--- src/rtl/dp_mem_responder_pkg.sv ---
// Shared types and constants for the datapath memory responder.
// word_t is the common 32-bit bus type for addresses and data.
package dp_mem_responder_pkg;

    typedef logic [31:0] word_t;

    typedef enum logic [1:0] {
        IDLE,
        DACC,
        IACC,
        RESP
    } mem_resp_state_t;

    localparam word_t ERR_WORD_DEFAULT = 32'hBAD1BAD1;

endpackage

--- src/rtl/dp_mem_responder_if.sv ---
// Datapath request/response and RAM strobe bundle for dp_mem_responder.
// slave = responder view, master = datapath plus RAM model view.
interface dp_mem_responder_if;
    import dp_mem_responder_pkg::*;

    logic  imemREN;
    word_t imemaddr;
    logic  dmemREN;
    logic  dmemWEN;
    word_t dmemaddr;
    word_t dmemstore;
    logic  halt;
    logic  ihit;
    word_t imemload;
    logic  dhit;
    word_t dmemload;
    logic  ramREN;
    logic  ramWEN;
    word_t ramaddr;
    word_t ramstore;
    word_t ramload;
    logic  ramready;
    logic  err;

    modport slave (
        input  imemREN, imemaddr, dmemREN, dmemWEN, dmemaddr, dmemstore, halt,
        input  ramload, ramready,
        output ihit, imemload, dhit, dmemload,
        output ramREN, ramWEN, ramaddr, ramstore, err
    );

    modport master (
        output imemREN, imemaddr, dmemREN, dmemWEN, dmemaddr, dmemstore, halt,
        output ramload, ramready,
        input  ihit, imemload, dhit, dmemload,
        input  ramREN, ramWEN, ramaddr, ramstore, err
    );

endinterface

--- src/rtl/dp_mem_responder_wait.sv ---
// Access wait counter: cleared outside RAM accesses, counts each strobe cycle.
// tc is high while the count equals TIMEOUT-1 (the last cycle an access may wait).
module dp_mem_wait_counter #(
    parameter int unsigned TIMEOUT = 255
) (
    input  logic CLK,
    input  logic nRST,
    input  logic clr,
    input  logic en,
    output logic tc
);
    logic [15:0] cnt_q, cnt_d;

    always_comb begin
        cnt_d = cnt_q;
        if (clr) begin
            cnt_d = '0;
        end else if (en) begin
            cnt_d = cnt_q + 16'd1;
        end
    end

    always_ff @(posedge CLK or negedge nRST) begin
        if (!nRST) begin
            cnt_q <= '0;
        end else begin
            cnt_q <= cnt_d;
        end
    end

    assign tc = (cnt_q == 16'(TIMEOUT - 1));

endmodule

--- src/rtl/dp_mem_responder.sv ---
// Arbitrates datapath fetch and load/store requests onto one RAM port, data first.
// Hit pulses one cycle after ramready (or timeout); requests are ignored outside IDLE.
// DP_MEM_IBUF_EN adds a one-entry fetch buffer that answers repeat fetches without RAM.
module dp_mem_responder
    import dp_mem_responder_pkg::*;
#(
    parameter int unsigned TIMEOUT  = 255,
    parameter word_t       ERR_WORD = ERR_WORD_DEFAULT
) (
    input logic               CLK,
    input logic               nRST,
    dp_mem_responder_if.slave bus
);
    mem_resp_state_t state_q, state_d;
    word_t addr_q, addr_d;
    word_t store_q, store_d;
    logic  wr_q, wr_d;
    logic  isd_q, isd_d;
    word_t imemload_q, imemload_d;
    word_t dmemload_q, dmemload_d;
    logic  err_q, err_d;
    logic  in_acc;
    logic  tc;
`ifdef DP_MEM_IBUF_EN
    logic  ib_vld_q, ib_vld_d;
    word_t ib_tag_q, ib_tag_d;
    word_t ib_word_q, ib_word_d;
`endif

    assign in_acc = (state_q == DACC) || (state_q == IACC);

    dp_mem_wait_counter #(.TIMEOUT(TIMEOUT)) u_wait (
        .CLK  (CLK),
        .nRST (nRST),
        .clr  (!in_acc),
        .en   (in_acc),
        .tc   (tc)
    );

    always_comb begin
        state_d    = state_q;
        addr_d     = addr_q;
        store_d    = store_q;
        wr_d       = wr_q;
        isd_d      = isd_q;
        imemload_d = imemload_q;
        dmemload_d = dmemload_q;
        err_d      = err_q;
`ifdef DP_MEM_IBUF_EN
        ib_vld_d   = ib_vld_q;
        ib_tag_d   = ib_tag_q;
        ib_word_d  = ib_word_q;
`endif
        case (state_q)
            IDLE: begin
                if (bus.dmemREN || bus.dmemWEN) begin
                    addr_d  = bus.dmemaddr;
                    store_d = bus.dmemstore;
                    wr_d    = bus.dmemWEN;
                    isd_d   = 1'b1;
                    state_d = DACC;
`ifdef DP_MEM_IBUF_EN
                    if (bus.dmemWEN && ib_vld_q && (ib_tag_q == bus.dmemaddr)) begin
                        ib_vld_d = 1'b0;
                    end
`endif
                end else if (bus.imemREN && !bus.halt) begin
                    addr_d  = bus.imemaddr;
                    wr_d    = 1'b0;
                    isd_d   = 1'b0;
                    state_d = IACC;
`ifdef DP_MEM_IBUF_EN
                    if (ib_vld_q && (ib_tag_q == bus.imemaddr)) begin
                        imemload_d = ib_word_q;
                        state_d    = RESP;
                    end
`endif
                end
            end
            DACC, IACC: begin
                // ramready wins over a timeout landing on the same cycle
                if (bus.ramready) begin
                    state_d = RESP;
                    if (!wr_q) begin
                        if (isd_q) dmemload_d = bus.ramload;
                        else       imemload_d = bus.ramload;
                    end
`ifdef DP_MEM_IBUF_EN
                    if (!isd_q) begin
                        ib_vld_d  = 1'b1;
                        ib_tag_d  = addr_q;
                        ib_word_d = bus.ramload;
                    end
`endif
                end else if (tc) begin
                    state_d = RESP;
                    err_d   = 1'b1;
                    if (!wr_q) begin
                        if (isd_q) dmemload_d = ERR_WORD;
                        else       imemload_d = ERR_WORD;
                    end
                end
            end
            RESP:    state_d = IDLE;
            default: state_d = IDLE;
        endcase
    end

    always_ff @(posedge CLK or negedge nRST) begin
        if (!nRST) begin
            state_q    <= IDLE;
            addr_q     <= '0;
            store_q    <= '0;
            wr_q       <= 1'b0;
            isd_q      <= 1'b0;
            imemload_q <= '0;
            dmemload_q <= '0;
            err_q      <= 1'b0;
`ifdef DP_MEM_IBUF_EN
            ib_vld_q   <= 1'b0;
            ib_tag_q   <= '0;
            ib_word_q  <= '0;
`endif
        end else begin
            state_q    <= state_d;
            addr_q     <= addr_d;
            store_q    <= store_d;
            wr_q       <= wr_d;
            isd_q      <= isd_d;
            imemload_q <= imemload_d;
            dmemload_q <= dmemload_d;
            err_q      <= err_d;
`ifdef DP_MEM_IBUF_EN
            ib_vld_q   <= ib_vld_d;
            ib_tag_q   <= ib_tag_d;
            ib_word_q  <= ib_word_d;
`endif
        end
    end

    // Strobes decode only registered state, so datapath inputs never reach the RAM directly
    assign bus.ramREN   = (state_q == IACC) || ((state_q == DACC) && !wr_q);
    assign bus.ramWEN   = (state_q == DACC) && wr_q;
    assign bus.ramaddr  = addr_q;
    assign bus.ramstore = store_q;
    assign bus.ihit     = (state_q == RESP) && !isd_q;
    assign bus.dhit     = (state_q == RESP) && isd_q;
    assign bus.imemload = imemload_q;
    assign bus.dmemload = dmemload_q;
    assign bus.err      = err_q;

endmodule

--- src/flat_wrapper.sv ---
// flat-port wrapper written by rule: the top's interface ports become plain ports
module dp_mem_responder_flat import dp_mem_responder_pkg::*;
#(
    parameter int unsigned TIMEOUT  = 255,
    parameter word_t       ERR_WORD = ERR_WORD_DEFAULT
)
  (CLK, nRST, bus_imemREN, bus_imemaddr, bus_dmemREN, bus_dmemWEN, bus_dmemaddr, bus_dmemstore, bus_halt, bus_ramload, bus_ramready, bus_ihit, bus_imemload, bus_dhit, bus_dmemload, bus_ramREN, bus_ramWEN, bus_ramaddr, bus_ramstore, bus_err);
  dp_mem_responder_if bus_i ();
  input logic CLK;
  input logic nRST;
  input wire logic [$bits(bus_i.imemREN)-1:0] bus_imemREN;
  input wire logic [$bits(bus_i.imemaddr)-1:0] bus_imemaddr;
  input wire logic [$bits(bus_i.dmemREN)-1:0] bus_dmemREN;
  input wire logic [$bits(bus_i.dmemWEN)-1:0] bus_dmemWEN;
  input wire logic [$bits(bus_i.dmemaddr)-1:0] bus_dmemaddr;
  input wire logic [$bits(bus_i.dmemstore)-1:0] bus_dmemstore;
  input wire logic [$bits(bus_i.halt)-1:0] bus_halt;
  input wire logic [$bits(bus_i.ramload)-1:0] bus_ramload;
  input wire logic [$bits(bus_i.ramready)-1:0] bus_ramready;
  output wire logic [$bits(bus_i.ihit)-1:0] bus_ihit;
  output wire logic [$bits(bus_i.imemload)-1:0] bus_imemload;
  output wire logic [$bits(bus_i.dhit)-1:0] bus_dhit;
  output wire logic [$bits(bus_i.dmemload)-1:0] bus_dmemload;
  output wire logic [$bits(bus_i.ramREN)-1:0] bus_ramREN;
  output wire logic [$bits(bus_i.ramWEN)-1:0] bus_ramWEN;
  output wire logic [$bits(bus_i.ramaddr)-1:0] bus_ramaddr;
  output wire logic [$bits(bus_i.ramstore)-1:0] bus_ramstore;
  output wire logic [$bits(bus_i.err)-1:0] bus_err;
  assign bus_i.imemREN = bus_imemREN;
  assign bus_i.imemaddr = bus_imemaddr;
  assign bus_i.dmemREN = bus_dmemREN;
  assign bus_i.dmemWEN = bus_dmemWEN;
  assign bus_i.dmemaddr = bus_dmemaddr;
  assign bus_i.dmemstore = bus_dmemstore;
  assign bus_i.halt = bus_halt;
  assign bus_i.ramload = bus_ramload;
  assign bus_i.ramready = bus_ramready;
  assign bus_ihit = bus_i.ihit;
  assign bus_imemload = bus_i.imemload;
  assign bus_dhit = bus_i.dhit;
  assign bus_dmemload = bus_i.dmemload;
  assign bus_ramREN = bus_i.ramREN;
  assign bus_ramWEN = bus_i.ramWEN;
  assign bus_ramaddr = bus_i.ramaddr;
  assign bus_ramstore = bus_i.ramstore;
  assign bus_err = bus_i.err;
  dp_mem_responder #(.TIMEOUT(TIMEOUT), .ERR_WORD(ERR_WORD)) u_core (.CLK(CLK), .nRST(nRST), .bus(bus_i));
endmodule
--- config.mk ---
export PLATFORM = sky130hd
export DESIGN_NAME = dp_mem_responder_flat
export DESIGN_NICKNAME = d
export VERILOG_FILES = /design/src/rtl/dp_mem_responder_pkg.sv /design/src/rtl/dp_mem_responder_if.sv /design/src/rtl/dp_mem_responder_wait.sv /design/src/rtl/dp_mem_responder.sv /design/src/flat_wrapper.sv
export SDC_FILE = /design/constraint.sdc
export NUM_CORES = 1
export LEC_CHECK = 0
export ABC_AREA = 1
export BUFFER_PORTS_ARGS = -buffer_cell sky130_fd_sc_hd__buf_2
export CAP_MARGIN = 20
export CORE_MARGIN = 3
export CORE_UTILIZATION = 53
export DETAILED_ROUTE_END_ITERATION = 10
export PLACE_DENSITY = 0.87
export REMOVE_ABC_BUFFERS = 1
export SLEW_MARGIN = 15
export SYNTH_ARGS = -nofsm -noshare
export SYNTH_HDL_FRONTEND = slang
export SYNTH_SLANG_ARGS = --single-unit
--- constraint.sdc ---
create_clock -name CLK -period 3.8 [get_ports CLK]
set_clock_uncertainty 0.05 [all_clocks]
set_input_delay 0.76 -clock CLK [delete_from_list [all_inputs] [get_ports CLK]]
set_output_delay 0.76 -clock CLK [all_outputs]
set_load 0.01 [all_outputs]
==> results of run 1 <==
==> registers in the layout (all words and copies together) (netlist names) <==
name	flops
u_core.state_q	2
u_core.wr_q	1
u_core.isd_q	1
u_core.bus.dmemload	32
u_core.u_wait.cnt_q	16
u_core.bus.ramaddr	32
u_core.bus.ramstore	32
u_core.bus.imemload	32
u_core.bus.err	1
==> worst max-delay path: cells and delay by family (launching register included) <==
kind	cells	cell delay, ps
and+or+nand+nor	3	1060
buffers and inverters	2	490
DFF	1	390
adders and majority gates	1	310
==> cell usage in the layout (no fill, tap or decap), drive strengths merged <==
cell type,n
a21boi,1
a21o,1
a21oi,5
a31o,1
a31oi,32
buf,277
bufinv,5
clkbuf,19
clkinv,5
clkinvlp,5
dfrtp,149
ha,7
inv,37
mux2,32
nand2,249
nand3,9
nand4,65
nor2,67
nor3,4
nor3b,1
o21a,1
o21ai,8
o21bai,2
or2,18
xnor2,1
xor2,1
==> area by class of cell <==
type / instances / area [µm²] / area share [%]
timing repair buffer: 277 / 1420 / 16.2
tap: 168 / 210 / 2.41
sequential: 149 / 3730 / 42.7
inverter: 39 / 146 / 1.68
clock inverter: 13 / 206 / 2.36
clock buffer: 19 / 433 / 4.96
multi-input combinational: 505 / 2590 / 29.7
==> cell families after synthesis <==
group | after synthesis | synth area share (%)
simple gates | 413 | 26.9
xor+xnor | 2 | 0.260
fa+ha+maj | 7 | 1.30
buf+inv | 85 | 6.29
flops | 149 | 55.3
mux | 32 | 5.34
compound gates | 51 | 4.62
==> where the power goes <==
group / internal, mW / total (mW) / switching, mW
combinational: 1.07 / 2.86 / 1.79
sequential: 2.27 / 2.66 / 0.391
clock: 1.16 / 1.80 / 0.642
total: 4.50 / 7.33 / 2.82
==> metal layers <==
layer	part of all wire, %	track usage, %	vias up
li1	-	-	2936
met1	38	31.6	2908
met2	51	44.9	341
met3	8.7	6.70	46
met4	2.5	9.56	0
met5	0	0	-
==> per-stage QoR <==
step	cell area, µm²	total power, mW	instances	setup slack [ps]
CTS	8730	7.37	1170	1370
finish	8730	7.33	1170	1340
detailed placement	8100	5.52	1138	1310
global route	8730	7.76	1170	1140
floorplan	6460	4.21	693	892
global placement	8100	5.39	1138	1360
==> worst max-delay path by stage <==
stage | start | cells past startpoint | slack, ps | to
after CTS | u_core.state_q[0] | 6 | 1370 | u_core.bus.imemload[19]
after global placement | bus_ramready | 6 | 1360 | u_core.bus.imemload[21]
after detailed placement | bus_dmemWEN | 7 | 1310 | u_core.bus.ramaddr[0]
final | u_core.state_q[0] | 6 | 1340 | u_core.bus.imemload[19]
after global routing | u_core.state_q[0] | 8 | 1140 | u_core.bus.dmemload[19]
after floorplan | bus_dmemWEN | 4 | 890 | u_core.bus.ramstore[0]
==> results.toml, run 1 <==
[run_status]
status = "completed"

[sta]
fmax_mhz = 406
min_period_ps = 2460
rsz0062_at_grt = "false"
tightest_slew_ps = 939
slew_headroom_pct = 37.3
finalSetupViolCount = 0
drv_slew = 0
post-route-period-util_pct = 64.8
tns_ps = 0
hold_ws_ps = 366
hold_viol = 0

[detailed_routing]
post_drt_wl_per_cell_um = 15.9
routed_wl_um = 18700
drt-initial-drc-count = 605
drc_errors = 0
dr.pass1.iters = 5
vias = 6231
ant_nets = 0
vias_per_cell = 5.33

[logic_synthesis]
synth_area_leaders = "dfrtp_1 55%, nand2_1 14%, nand4_1 6.0%"
syn-cell-area_mm2 = 0.00674
yosysWarnings = 0
ys_async_sr_fraction_pct = 100
synthTopCellsByCount = "246 x nand2_1, 149 x dfrtp_1, 65 x nand4_1"
yosysTopAreaCell = "dfrtp_1"
syn-mean-instance-area_um2 = 9.12
synth_most_common_cell = "nand2_1"
seq_area_frac_synth_pct = 55.3
synthFlopType = "dfrtp_1"
yosysTopAreaCellShare_pct = 55.3
synth_edf_count = 0
netlist_instances = 739
ys_seq_elements = 149
ys_types = 36

[worst_setup_path]
startpoint_type = "register"
reg2reg_to = "u_core.bus.imemload[19]"
reg2reg_from = "u_core.state_q[0]"
crit_path_frequent_cell = "nand2_1"
crit_chain = "inv_1 > ha_1 > buf_4 > nand3_2 > nand2_1 > nand2_1"
cpMaxStageDelayCell = "nand3_2"
worst-path-max-fanout = 42
critical_path_class = "reg -> reg"
r2r_slack_ps = 1340
cp.required_ps = 4050
slowest_delay_ps = 700
cp.arrival_ps = 2710
rr_worst_depth = 6
critPathCaptureType = "register"

[cts]
cts_sinks = 149
cts_inserted_buffers = 17
path_clk_slew_ps = 60
cts_setup_buffers = 0
cts_root_buf = "clkbuf_16"
hold_buffers = 0
cts_resized = 0
cts_tree = "done"
h-tree-depth = 4
clock_latency_ps = 410
clk_path_buf_depth = 2

[finish]
layout-drive-gt1-share_pct = 33.9
syn_to_final_growth_pct = 29.5
fin_nets = 1131
fillers = 902
postLayoutCoreUtil_pct = 71.5
antenna_cells = 0

[power_and_ir_drop]
ir_worst_vdd_mv = 0.438
pwr_density_cell_mw_per_mm2 = 839
p_leak_nw = 4.69

[grt]
grtUsageTotal_pct = 26.1
grt_pass1_vias = 5981
grt_overflow = 0
antenna_found_initial = 0
grt_pass1_wl_um = 29600
grt_max_degree = 95

[placed_design]
hpwlAfterDp_um = 12700
port_buffers = 267
gp_congestion = 0.804

[floorplanning]
num_io_pins = 268
die_width_um = 119
chipHeight_um = 119
initial_core_util_pct = 55.2
num_rows = 40
core-area_mm2 = 0.0122
die_area_mm2 = 0.0141

[job]
maxCapViolCount = 0

[min_path]
min_path_type = "in -> async"
Note: power is estimated with default switching activity, not from simulation.
==> run 2, diff against run 1 <==
--- a/config.mk
+++ b/config.mk
@@ -9,9 +9,9 @@
 export BUFFER_PORTS_ARGS = -buffer_cell sky130_fd_sc_hd__buf_2
 export CAP_MARGIN = 20
 export CORE_MARGIN = 3
-export CORE_UTILIZATION = 53
+export CORE_UTILIZATION = 44
 export DETAILED_ROUTE_END_ITERATION = 10
-export PLACE_DENSITY = 0.87
+export PLACE_DENSITY = 0.77
 export REMOVE_ABC_BUFFERS = 1
 export SLEW_MARGIN = 15
 export SYNTH_ARGS = -nofsm -noshare
==> constraint.sdc (replaced) <==
create_clock -name CLK -period 2 [get_ports CLK]
set_clock_uncertainty 0.05 [all_clocks]
set_input_delay 0.4 -clock CLK [delete_from_list [all_inputs] [get_ports CLK]]
set_output_delay 0.4 -clock CLK [all_outputs]
set_load 0.01 [all_outputs]
==> results.toml, run 2 (synthesized netlist as in run 1, its figures left out) <==
[cts]
path_clk_slew_ps = 60
cts_sinks = 149
cts_inserted_buffers = 17
cts_tree = "done"
clock_latency_ps = 410
clk_path_buf_depth = 2
cts_root_buf = "clkbuf_16"
h-tree-depth = 4

[floorplanning]
initial_core_util_pct = 45.7
chipHeight_um = 130
num_rows = 44
core-area_mm2 = 0.0148
num_io_pins = 268
die_width_um = 130
die_area_mm2 = 0.0168

[grt]
grt_max_degree = 50
grt_pass1_wl_um = 28600
antenna_found_initial = 0
grtUsageTotal_pct = 21.2
grt_overflow = 0
grt_pass1_vias = 5785

[worst_setup_path]
crit_cells = 4
worst-path-max-fanout = 4
critPathCapture = "bus_ramREN"
cp.arrival_ps = 1460
crit_chain = "inv_1 > ha_1 > a21o_1 > buf_2"
r2r_slack_ps = 180
reg2reg_from = "u_core.state_q[0]"
cpMaxStageDelayCell = "dfrtp_1"
worst_path_dominant_cell_family = "flip-flops"
critical_path_class = "reg -> out"
rr_worst_depth = 7
reg2reg_to = "u_core.bus.dmemload[10]"
path_buf_inv = 2
crit_start = "u_core.state_q[1]"
critPathCaptureType = "primary output"
startpoint_type = "register"
cp.required_ps = 1550
slowest_delay_ps = 400

[sta]
fmax_mhz = 525
rsz0062_at_grt = "false"
slew_headroom_pct = 72.8
hold_viol = 0
drv_slew = 0
min_period_ps = 1910
post-route-period-util_pct = 95.3
finalSetupViolCount = 0
hold_ws_ps = 145
tightest_slew_ps = 408
tns_ps = 0

[job]
maxCapViolCount = 0

[finish]
final_common_cell = "buf_2"
final_cell_mix = "266 x buf_2, 246 x nand2_1, 149 x dfrtp_1"
fin_nets = 1142
postLayoutCoreUtil_pct = 59.7
layout-drive-gt1-share_pct = 34.6
syn_to_final_growth_pct = 30.7
stdcell_count = 1197
antenna_cells = 0

[run_status]
status = "completed"

[detailed_routing]
post_drt_wl_per_cell_um = 15.1
drc_errors = 0
drt-initial-drc-count = 349
routed_wl_um = 18100
vias = 6069
vias_per_cell = 5.07
ant_nets = 0
dr.pass1.iters = 5

[placed_design]
dp.cells = 1164
port_buffers = 267
gp_congestion = 0.852
hpwlAfterDp_um = 13100

[power_and_ir_drop]
power_mw = 13.6
pwr_density_cell_mw_per_mm2 = 1540
p_leak_nw = 4.74
ir_worst_vdd_mv = 1.13

[min_path]
min_path_type = "in -> reg"
hp-start = "bus_dmemstore[2]"
## run 2: final cells by class
type	count	area [µm²]
timing repair buffer	288	1560
clock inverter	14	128
tap	184	230
sequential	149	3730
clock buffer	18	429
multi-input combinational	505	2590
inverter	39	146
fill	1314	5940
## run 2: worst min-delay path by stage
stage / cells past startpoint / slack, ps / endpoint
floorplan: 0 / 50 / u_core.bus.dmemload[0]
CTS: 2 / 130 / u_core.bus.ramstore[2]
detailed placement: 1 / 250 / u_core.bus.ramaddr[5]
global route: 2 / 140 / u_core.bus.ramstore[10]
finish: 2 / 140 / u_core.bus.ramstore[2]
global placement: 1 / 250 / u_core.bus.ramstore[28]
## run 2: layer usage
metal / global-route usage [%] / vias to the layer above / wire, µm
li1: - / 2954 / -
met1: 27.7 / 2839 / 7660
met2: 35.0 / 249 / 8820
met3: 4.34 / 27 / 1230
met4: 8.25 / 0 / 371
met5: 0 / - / 0
## run 2: where the power goes
group	leakage (nW)	switching, mW	internal (mW)
combinational	2.65	3.35	2.19
clock	0.275	1.26	1.72
sequential	1.82	0.720	4.32
## run 2: what timing repair did
action,4_1_cts,5_1_grt
hold buffers,1,0
setup buffers,0,0
endpoints found under the setup margin,0,3
endpoints found under the hold margin,27,0
resized for setup,0,1
## run 2: stage by stage
step | worst slack, ps | instance area (µm²)
finish | 95.0 | 8810
global route | 7.40 | 8810
CTS | 70.0 | 8810
detailed placement | 128 | 8240
global placement | 193 | 8240
floorplan | -815 | 6460
==> run 3, diff against run 2 <==
--- a/config.mk
+++ b/config.mk
@@ -6,13 +6,14 @@
 export NUM_CORES = 1
 export LEC_CHECK = 0
 export ABC_AREA = 1
-export BUFFER_PORTS_ARGS = -buffer_cell sky130_fd_sc_hd__buf_2
+export BUFFER_PORTS_ARGS = -buffer_cell sky130_fd_sc_hd__buf_4
 export CAP_MARGIN = 20
 export CORE_MARGIN = 3
 export CORE_UTILIZATION = 44
 export DETAILED_ROUTE_END_ITERATION = 10
 export PLACE_DENSITY = 0.77
 export REMOVE_ABC_BUFFERS = 1
+export SETUP_SLACK_MARGIN = 0.1
 export SLEW_MARGIN = 15
 export SYNTH_ARGS = -nofsm -noshare
 export SYNTH_HDL_FRONTEND = slang
==> results.toml, run 3 (synthesized netlist as in run 1, its figures left out) <==
[detailed_routing]
routed_wl_um = 19100
wl_met2_um = 9520
ant_nets = 0
vias = 6139
drt-initial-drc-count = 411
maxUsedRoutingLayer = "met4"
wl_met3_um = 1430
drc_errors = 0
vias_per_cell = 5.11
dr.pass1.iters = 4
post_drt_wl_per_cell_um = 15.9
wl_met1_um = 7600

[placed_design]
gp_congestion = 0.833
dp_slack_ps = 258
hpwlAfterDp_um = 13600
port_buffers = 267
dp.cells = 1167

[sta]
tns_ps = 0
drv_slew = 0
rsz0062_at_grt = "true"
hold_viol = 0
min_period_ps = 1890
fmax_mhz = 529
post-route-period-util_pct = 94.5
layout_setup_ws_ps = 110
finalSetupViolCount = 0
tightest_slew_ps = 404
slew_headroom_pct = 73.0

[worst_setup_path]
critPathCapture = "bus_ramREN"
reg2reg_to = "u_core.bus.dmemload[14]"
crit_chain = "inv_1 > ha_2 > a21o_1 > buf_6"
worst-path-max-fanout = 3
crit_cells = 4
critPathCaptureType = "primary output"
crit_start = "u_core.state_q[1]"
reg2reg_from = "u_core.state_q[0]"
critical_path_class = "reg -> out"
r2r_slack_ps = 250
slowest_delay_ps = 400
startpoint_type = "register"
path_buf_inv = 2
rr_worst_depth = 7
cpMaxStageDelayCell = "dfrtp_1"
cp.required_ps = 1550
worst_path_dominant_cell_family = "flip-flops"
cp.arrival_ps = 1440

[grt]
grt_max_degree = 48
grtUsageTotal_pct = 22.7
grt_overflow = 0
grt_pass1_wl_um = 30200
grt_pass1_vias = 6088
antenna_found_initial = 0

[floorplanning]
die_area_mm2 = 0.0168
chipHeight_um = 130
core-area_mm2 = 0.0148
num_rows = 44
die_width_um = 130
num_io_pins = 268
initial_core_util_pct = 45.7

[finish]
syn_to_final_growth_pct = 42.9
antenna_cells = 0
fin_nets = 1148
final_cell_mix = "284 x buf_4, 246 x nand2_1, 149 x dfrtp_1"
final_common_cell = "buf_4"
fillers = 1243
postLayoutCoreUtil_pct = 65.3
stdcell_count = 1202
multi_input_area_mm2 = 0.00260
final-seq-area_mm2 = 0.00373
layout-drive-gt1-share_pct = 35.4

[power_and_ir_drop]
seqPwrFrac_pct = 33.9
p_int_mw = 9.55
power_mw = 15.0
pwr_density_cell_mw_per_mm2 = 1560
p_leak_nw = 5.02
p_sw_mw = 5.47
comb_power_share_pct = 42.9
ir_worst_vdd_mv = 0.710
clock_power_share_pct = 23.2
switching_share_pct = 36.4

[cts]
h-tree-depth = 4
cts_tree = "done"
path_clk_slew_ps = 60
clk_path_buf_depth = 2
cts_sinks = 149
clock_latency_ps = 410
cts_root_buf = "clkbuf_16"
cts_inserted_buffers = 17

[min_path]
min_path_type = "in -> reg"

[job]
maxCapViolCount = 0

[run_status]
status = "completed"
[run 3: how the worst min path moves through the flow]
stage,start,end,depth (start not counted),slack (ps)
after global placement,nRST,u_core.bus.ramstore[6],1,300
after global routing,bus_dmemstore[24],u_core.bus.ramstore[24],2,130
after detailed placement,nRST,u_core.bus.ramstore[18],1,300
after CTS,bus_dmemstore[24],u_core.bus.ramstore[24],2,130
after floorplan,nRST,u_core.bus.dmemload[0],0,50
final,bus_dmemstore[20],u_core.bus.ramstore[20],2,150
[run 3: per-stage QoR]
step	hold slack (ps)	instance area [µm²]
2_1_floorplan	54.4	6460
3_3_place_gp	299	8940
3_5_place_dp	298	8940
4_1_cts	127	9610
5_1_grt	131	9640
6_report	147	9640
[run 3: final cells by class]
type                            count  share of cell area (%)
Timing Repair Buffer              294                    23.7
Clock buffer                       19                    4.60
Clock inverter                     12                    2.10
Inverter                           39                    1.52
Sequential cell                   149                    38.7
Tap cell                          184                    2.39
Multi-Input combinational cell    505                    27.0
[run 3: routing by layer]
layer / up-vias / global-route usage (%)
met3: 36 / 5.89
met2: 251 / 38.5
met5: - / 0
met1: 2887 / 27.8
met4: 0 / 8.80
li1: 2965 / -
[run 3: repair_timing]
action | 4_1_cts | 5_1_grt
endpoints found under the setup margin | 1 | 5
buffers inserted | 1 | 2
hold buffers | 1 | 0
hold endpoints to repair | 37 | 0
gates resized for setup | 2 | 5
[run 3: power groups by stage]
stage | clock [mW] | combinational (mW) | sequential [mW]
global placement | 0 | 6.29 | 5.06
detailed placement | 0 | 6.40 | 5.13
global route | 3.67 | 7.05 | 5.26
CTS | 3.54 | 6.45 | 5.10
finish | 3.48 | 6.45 | 5.09
floorplan | 0 | 2.43 | 5.58
